--- src/rtl/axis_pipe_reg.sv ---
// axis_pipe_reg: AXI4-Stream elastic register pipeline.
// Holds up to DEPTH beats: one output register plus a circular buffer of
// DEPTH-1 entries. The m_axis outputs and s_axis_tready are all registered,
// so neither the forward path nor the ready path adds combinational depth.
// Build option: define AXIS_PIPE_LEVEL_EN to drive `level` from the beat
// count; without it `level` is tied to zero.
module axis_pipe_reg #(
  parameter int DATA_WIDTH  = 8,
  parameter bit KEEP_ENABLE = (DATA_WIDTH > 8),
  parameter int KEEP_WIDTH  = DATA_WIDTH / 8,
  parameter bit LAST_ENABLE = 1'b1,
  parameter bit ID_ENABLE   = 1'b0,
  parameter int ID_WIDTH    = 8,
  parameter bit DEST_ENABLE = 1'b0,
  parameter int DEST_WIDTH  = 8,
  parameter bit USER_ENABLE = 1'b1,
  parameter int USER_WIDTH  = 1,
  parameter int DEPTH       = 4,
  parameter int LW          = $clog2(DEPTH + 1)
) (
  input  logic                  clk,
  input  logic                  rstn,
  input  logic                  rstn_local,
  input  logic [DATA_WIDTH-1:0] s_axis_tdata,
  input  logic [KEEP_WIDTH-1:0] s_axis_tkeep,
  input  logic                  s_axis_tvalid,
  output logic                  s_axis_tready,
  input  logic                  s_axis_tlast,
  input  logic [ID_WIDTH-1:0]   s_axis_tid,
  input  logic [DEST_WIDTH-1:0] s_axis_tdest,
  input  logic [USER_WIDTH-1:0] s_axis_tuser,
  output logic [DATA_WIDTH-1:0] m_axis_tdata,
  output logic [KEEP_WIDTH-1:0] m_axis_tkeep,
  output logic                  m_axis_tvalid,
  input  logic                  m_axis_tready,
  output logic                  m_axis_tlast,
  output logic [ID_WIDTH-1:0]   m_axis_tid,
  output logic [DEST_WIDTH-1:0] m_axis_tdest,
  output logic [USER_WIDTH-1:0] m_axis_tuser,
  output logic [LW-1:0]         level
);

  localparam int BD       = DEPTH - 1;
  localparam int PW       = $clog2(DEPTH);
  localparam int KW_E     = KEEP_ENABLE ? KEEP_WIDTH : 0;
  localparam int LA_E     = LAST_ENABLE ? 1 : 0;
  localparam int ID_E     = ID_ENABLE ? ID_WIDTH : 0;
  localparam int DE_E     = DEST_ENABLE ? DEST_WIDTH : 0;
  localparam int US_E     = USER_ENABLE ? USER_WIDTH : 0;
  localparam int KEEP_OFF = DATA_WIDTH;
  localparam int LAST_OFF = KEEP_OFF + KW_E;
  localparam int ID_OFF   = LAST_OFF + LA_E;
  localparam int DEST_OFF = ID_OFF + ID_E;
  localparam int USER_OFF = DEST_OFF + DE_E;
  localparam int PL_W     = USER_OFF + US_E;

  // Only enabled sideband fields are packed into the stored payload word.
  logic [PL_W-1:0] in_pl;
  logic [PL_W-1:0] out_pl;
  logic [PL_W-1:0] mem [BD];

  logic [LW-1:0] count;
  logic [LW-1:0] count_next;
  logic [PW-1:0] wr_ptr;
  logic [PW-1:0] rd_ptr;
  logic          out_valid;
  logic          out_valid_next;
  logic          ready;
  logic          ready_en;
  logic          push;
  logic          pop;
  logic          buf_empty;
  logic          out_free;
  logic          load_buf;
  logic          load_in;
  logic          write_buf;

  assign in_pl[DATA_WIDTH-1:0] = s_axis_tdata;
  assign m_axis_tdata          = out_pl[DATA_WIDTH-1:0];

  if (KEEP_ENABLE) begin : g_keep
    assign in_pl[KEEP_OFF +: KEEP_WIDTH] = s_axis_tkeep;
    assign m_axis_tkeep = out_pl[KEEP_OFF +: KEEP_WIDTH];
  end else begin : g_no_keep
    logic unused_keep;
    assign unused_keep  = ^s_axis_tkeep;
    assign m_axis_tkeep = '1;
  end

  if (LAST_ENABLE) begin : g_last
    assign in_pl[LAST_OFF] = s_axis_tlast;
    assign m_axis_tlast    = out_pl[LAST_OFF];
  end else begin : g_no_last
    logic unused_last;
    assign unused_last  = s_axis_tlast;
    assign m_axis_tlast = 1'b1;
  end

  if (ID_ENABLE) begin : g_id
    assign in_pl[ID_OFF +: ID_WIDTH] = s_axis_tid;
    assign m_axis_tid = out_pl[ID_OFF +: ID_WIDTH];
  end else begin : g_no_id
    logic unused_id;
    assign unused_id  = ^s_axis_tid;
    assign m_axis_tid = '0;
  end

  if (DEST_ENABLE) begin : g_dest
    assign in_pl[DEST_OFF +: DEST_WIDTH] = s_axis_tdest;
    assign m_axis_tdest = out_pl[DEST_OFF +: DEST_WIDTH];
  end else begin : g_no_dest
    logic unused_dest;
    assign unused_dest  = ^s_axis_tdest;
    assign m_axis_tdest = '0;
  end

  if (USER_ENABLE) begin : g_user
    assign in_pl[USER_OFF +: USER_WIDTH] = s_axis_tuser;
    assign m_axis_tuser = out_pl[USER_OFF +: USER_WIDTH];
  end else begin : g_no_user
    logic unused_user;
    assign unused_user  = ^s_axis_tuser;
    assign m_axis_tuser = '0;
  end

  assign s_axis_tready = ready;
  assign m_axis_tvalid = out_valid;

  // Buffer pointers wrap at DEPTH-1 entries, which is not a power of two.
  function automatic logic [PW-1:0] ptr_inc(input logic [PW-1:0] p);
    return (p == PW'(BD - 1)) ? '0 : p + PW'(1);
  endfunction

  // Handshake terms and the per-cycle routing decision (buffer head first, then bypass).
  always_comb begin
    push           = s_axis_tvalid && ready;
    pop            = out_valid && m_axis_tready;
    buf_empty      = (count == LW'(out_valid));
    out_free       = pop || !out_valid;
    load_buf       = out_free && !buf_empty;
    load_in        = out_free && buf_empty && push;
    write_buf      = push && !load_in;
    out_valid_next = out_valid;
    if (load_buf || load_in) begin
      out_valid_next = 1'b1;
    end else if (pop) begin
      out_valid_next = 1'b0;
    end
    count_next = count + LW'(push) - LW'(pop);
  end

  // Control state; ready_en holds ready low for one extra cycle after reset or flush.
  always_ff @(posedge clk) begin
    if (!rstn || !rstn_local) begin
      count     <= '0;
      wr_ptr    <= '0;
      rd_ptr    <= '0;
      out_valid <= 1'b0;
      ready     <= 1'b0;
      ready_en  <= 1'b0;
    end else begin
      count     <= count_next;
      out_valid <= out_valid_next;
      ready_en  <= 1'b1;
      ready     <= ready_en && (count_next < LW'(DEPTH));
      if (write_buf) begin
        wr_ptr <= ptr_inc(wr_ptr);
      end
      if (load_buf) begin
        rd_ptr <= ptr_inc(rd_ptr);
      end
    end
  end

  // Buffer storage write; payload memory needs no reset.
  always_ff @(posedge clk) begin
    if (rstn && rstn_local && write_buf) begin
      mem[wr_ptr] <= in_pl;
    end
  end

  // Output payload register; a flush leaves the last payload in place.
  always_ff @(posedge clk) begin
    if (!rstn) begin
      out_pl <= '0;
    end else if (rstn_local) begin
      if (load_buf) begin
        out_pl <= mem[rd_ptr];
      end else if (load_in) begin
        out_pl <= in_pl;
      end
    end
  end

`ifdef AXIS_PIPE_LEVEL_EN
  assign level = count;
`else
  assign level = '0;
`endif

endmodule

--- config.mk ---
export PLATFORM = sky130hd
export DESIGN_NAME = axis_pipe_reg
export DESIGN_NICKNAME = d
export VERILOG_FILES = /design/src/rtl/axis_pipe_reg.sv
export SDC_FILE = /design/constraint.sdc
export NUM_CORES = 1
export LEC_CHECK = 0
export BUFFER_PORTS_ARGS = -buffer_cell sky130_fd_sc_hd__clkbuf_2
export CORE_UTILIZATION = 46
export CTS_CLUSTER_DIAMETER = 120
export DETAILED_ROUTE_END_ITERATION = 8
export GPL_ROUTABILITY_DRIVEN = 1
export HOLD_SLACK_MARGIN = 0.02
export PLACE_DENSITY_LB_ADDON = 0.05
export SYNTH_ARGS = -nofsm -noshare
export SYNTH_HDL_FRONTEND = slang
export SYNTH_SLANG_ARGS = --single-unit
--- constraint.sdc ---
create_clock -name clk -period 2.5 [get_ports clk]
set_input_delay 0.375 -clock clk [delete_from_list [all_inputs] [get_ports clk]]
set_output_delay 0.375 -clock clk [all_outputs]
set_load 0.01 [all_outputs]
==> results.json <==
{
  "status": "complete, no violations",
  "wl_um": 3840,
  "clk_pin_slew_ns": 0.09,
  "layout-drive-gt1-share_pct": 20.3,
  "cts-root-to-sink-buffers": 2,
  "synth.avg_cell_area_um2": 12.1,
  "final_core_util_pct": 52.3,
  "period_share_pct": 86.8,
  "ir_drop_mv": 0.415,
  "floorplan.initialDensity_pct": 47.7,
  "synthCells": 185,
  "slew_violations": 0,
  "tightest_slew_ns": 0.983,
  "period_minus_slack_ns": 2.17,
  "vias": 1332,
  "grt.overflow.total": 0,
  "holdBufCountCts": 0,
  "critPathCaptureType": "flop",
  "yosysTopAreaCellShare_pct": 40.2,
  "grt_pass1_vias": 1221,
  "ios": 64,
  "synth_edf_count": 30,
  "wl_met3_um": 191,
  "synthArstFlopShare_pct": 0,
  "power.total_uw": 1570,
  "ctsHtreeMaxLevel": 2,
  "grt_max_degree": 21,
  "fin_setup_tns_ns": 0,
  "cp.required_ns": 2.67,
  "grt_pass1_wl_um": 5910,
  "antenna_found_initial": 0,
  "max_freq_mhz": 461,
  "dp_hpwl_um": 2640,
  "place_congestion": 0.689,
  "yosysUniqueCellTypes": 33,
  "via_per_inst": 5.01,
  "synth_area_leaders": "edfxtp_1 (40%), dfxtp_1 (20%), mux2i_1 (9.4%), buf_4 (6.7%), o21ai_0 (4.5%)",
  "syn2layout_area_growth_pct": 9.55,
  "nets": 246,
  "seq_area_frac_synth_pct": 59.9,
  "hold_class": "in -> reg",
  "ant_nets": 0,
  "critPathMaxFanout": 14,
  "die_w_um": 71.8,
  "leakagePower_uw": 0.00100,
  "ys_warn_count": 0,
  "dr.pass1.iters": 4,
  "synth_ff_type": "edfxtp_1",
  "die_area_um2": 5150,
  "rows": 25,
  "core_um2": 4690,
  "pwr_density_cell_nw_per_um2": 640,
  "n_antenna_cell": 0,
  "finalHoldViolCount": 0,
  "yosysTopAreaCell": "edfxtp_1",
  "synth.cell_area_um2": 2240,
  "fin_cells": 266,
  "dpl.cell_count": 258,
  "met1_length_um": 1860,
  "drc": 0,
  "port_buffers": 26,
  "wl_per_cell_um": 14.4,
  "clkLatencyLatePin_ns": 0.30,
  "worst_setup_path_start_kind": "flop",
  "cts_tree": "built",
  "clock-sinks": 52,
  "ys_seq_elements": 52,
  "rsz0062_at_grt": "false",
  "grt_util_all_layers_pct": 15.9,
  "cts_buffers": 5,
  "netlist_top_cells_count": "edfxtp_1 (30), dfxtp_1 (22), mux2i_1 (21)",
  "finalClockSkew_ns": 0.00745,
  "wl_met2_um": 1710,
  "critPathKind": "reg -> reg",
  "dieHeight_um": 71.8,
  "maxCapViolations": 0,
  "cp.arrival_ns": 2.34,
  "post_cts_buffers": 0,
  "synth_most_common_cell": "edfxtp_1",
  "slew-limit-headroom_pct": 34.3,
  "top_layer": "met4",
  "drt_iter0_drc": 61,
  "cts_resized": 0,
  "setup_viol": 0,
  "cts-root-buf": "clkbuf_8"
}
## cell type report
class                   count  area (µm²)
inverters                   4        15.0
multi-input cells         119         766
flip-flops and latches     52        1340
fillers                   423        2240
clock buffers               5        68.8
clock inverters             3        42.5
well taps                  54        67.6
repair buffers             29         153
## report_power, final
part / switching [µW] / internal [µW] / leakage, µW
sequential: 6.35 / 911 / 0.000448
clock: 271 / 296 / 0.0000541
combinational: 55.3 / 29.7 / 0.000499
total: 333 / 1240 / 0.00100
## per-stage QoR
step	instance area [µm²]	setup slack [ns]	hold WS [ns]
CTS	2450	0.329	0.277
global route	2450	0.198	0.271
floorplan	2310	0.0945	0.429
finish	2450	0.331	0.284
global placement	2340	0.296	0.453
detailed placement	2340	0.212	0.482
## worst max-delay path, cell delays in order (launching register included)
cell and delay (ns):
dfxtp_1 0.36, or2_2 0.35, o211ai_2 0.81, mux2i_1 0.40, a21oi_1 0.11
## worst paths after layout
path,from,end,slack [ns],cells past startpoint
worst max-delay path,count[1]$_SDFF_PP0_,out_pl[9]$_SDFFE_PN0P_,0.33,4
worst min-delay path,s_axis_tuser,mem[0][9]$_DFFE_PP_,0.28,1
worst max register to register,count[1]$_SDFF_PP0_,out_pl[9]$_SDFFE_PN0P_,0.33,4
worst min register to register,ready_en$_DFF_P_,s_axis_tready$_SDFF_PP0_,0.49,1
## placed cells by master, fill, tap and decap left out, drive strengths merged, types with 4 or more instances in the layout
| cell type | n |
|---|---|
| clkbuf | 31 |
| edfxtp | 30 |
| dfxtp | 22 |
| mux2i | 21 |
| o21ai | 20 |
| conb | 20 |
| nand2 | 15 |
| a21oi | 14 |
| inv | 4 |
## per-layer routing
metal,vias to the layer above,global-route usage [%]
met5,-,0
li1,672,-
met3,10,3.80
met4,0,7.19
met2,48,23.6
met1,602,22.1
## sequential cells by signal (all words and copies together) (netlist names), named ones only
| register | count |
|---|---|
| m_axis_tvalid | 1 |
| ready_en | 1 |
| count | 3 |
| wr_ptr | 2 |
| out_pl | 10 |
| rd_ptr | 2 |
| mem | 30 |
| s_axis_tready | 1 |
## cell families after synthesis
family | Yosys count | share of synthesized area (%)
simple gates | 34 | 7.82
buf+inv | 32 | 9.50
compound gates | 38 | 9.89
mux | 21 | 9.39
xor+xnor | 3 | 1.17
flops | 52 | 59.9
fa+ha+maj | 3 | 2.01
other cells | 2 | 0.335
Power figures use the tool's default switching activity.
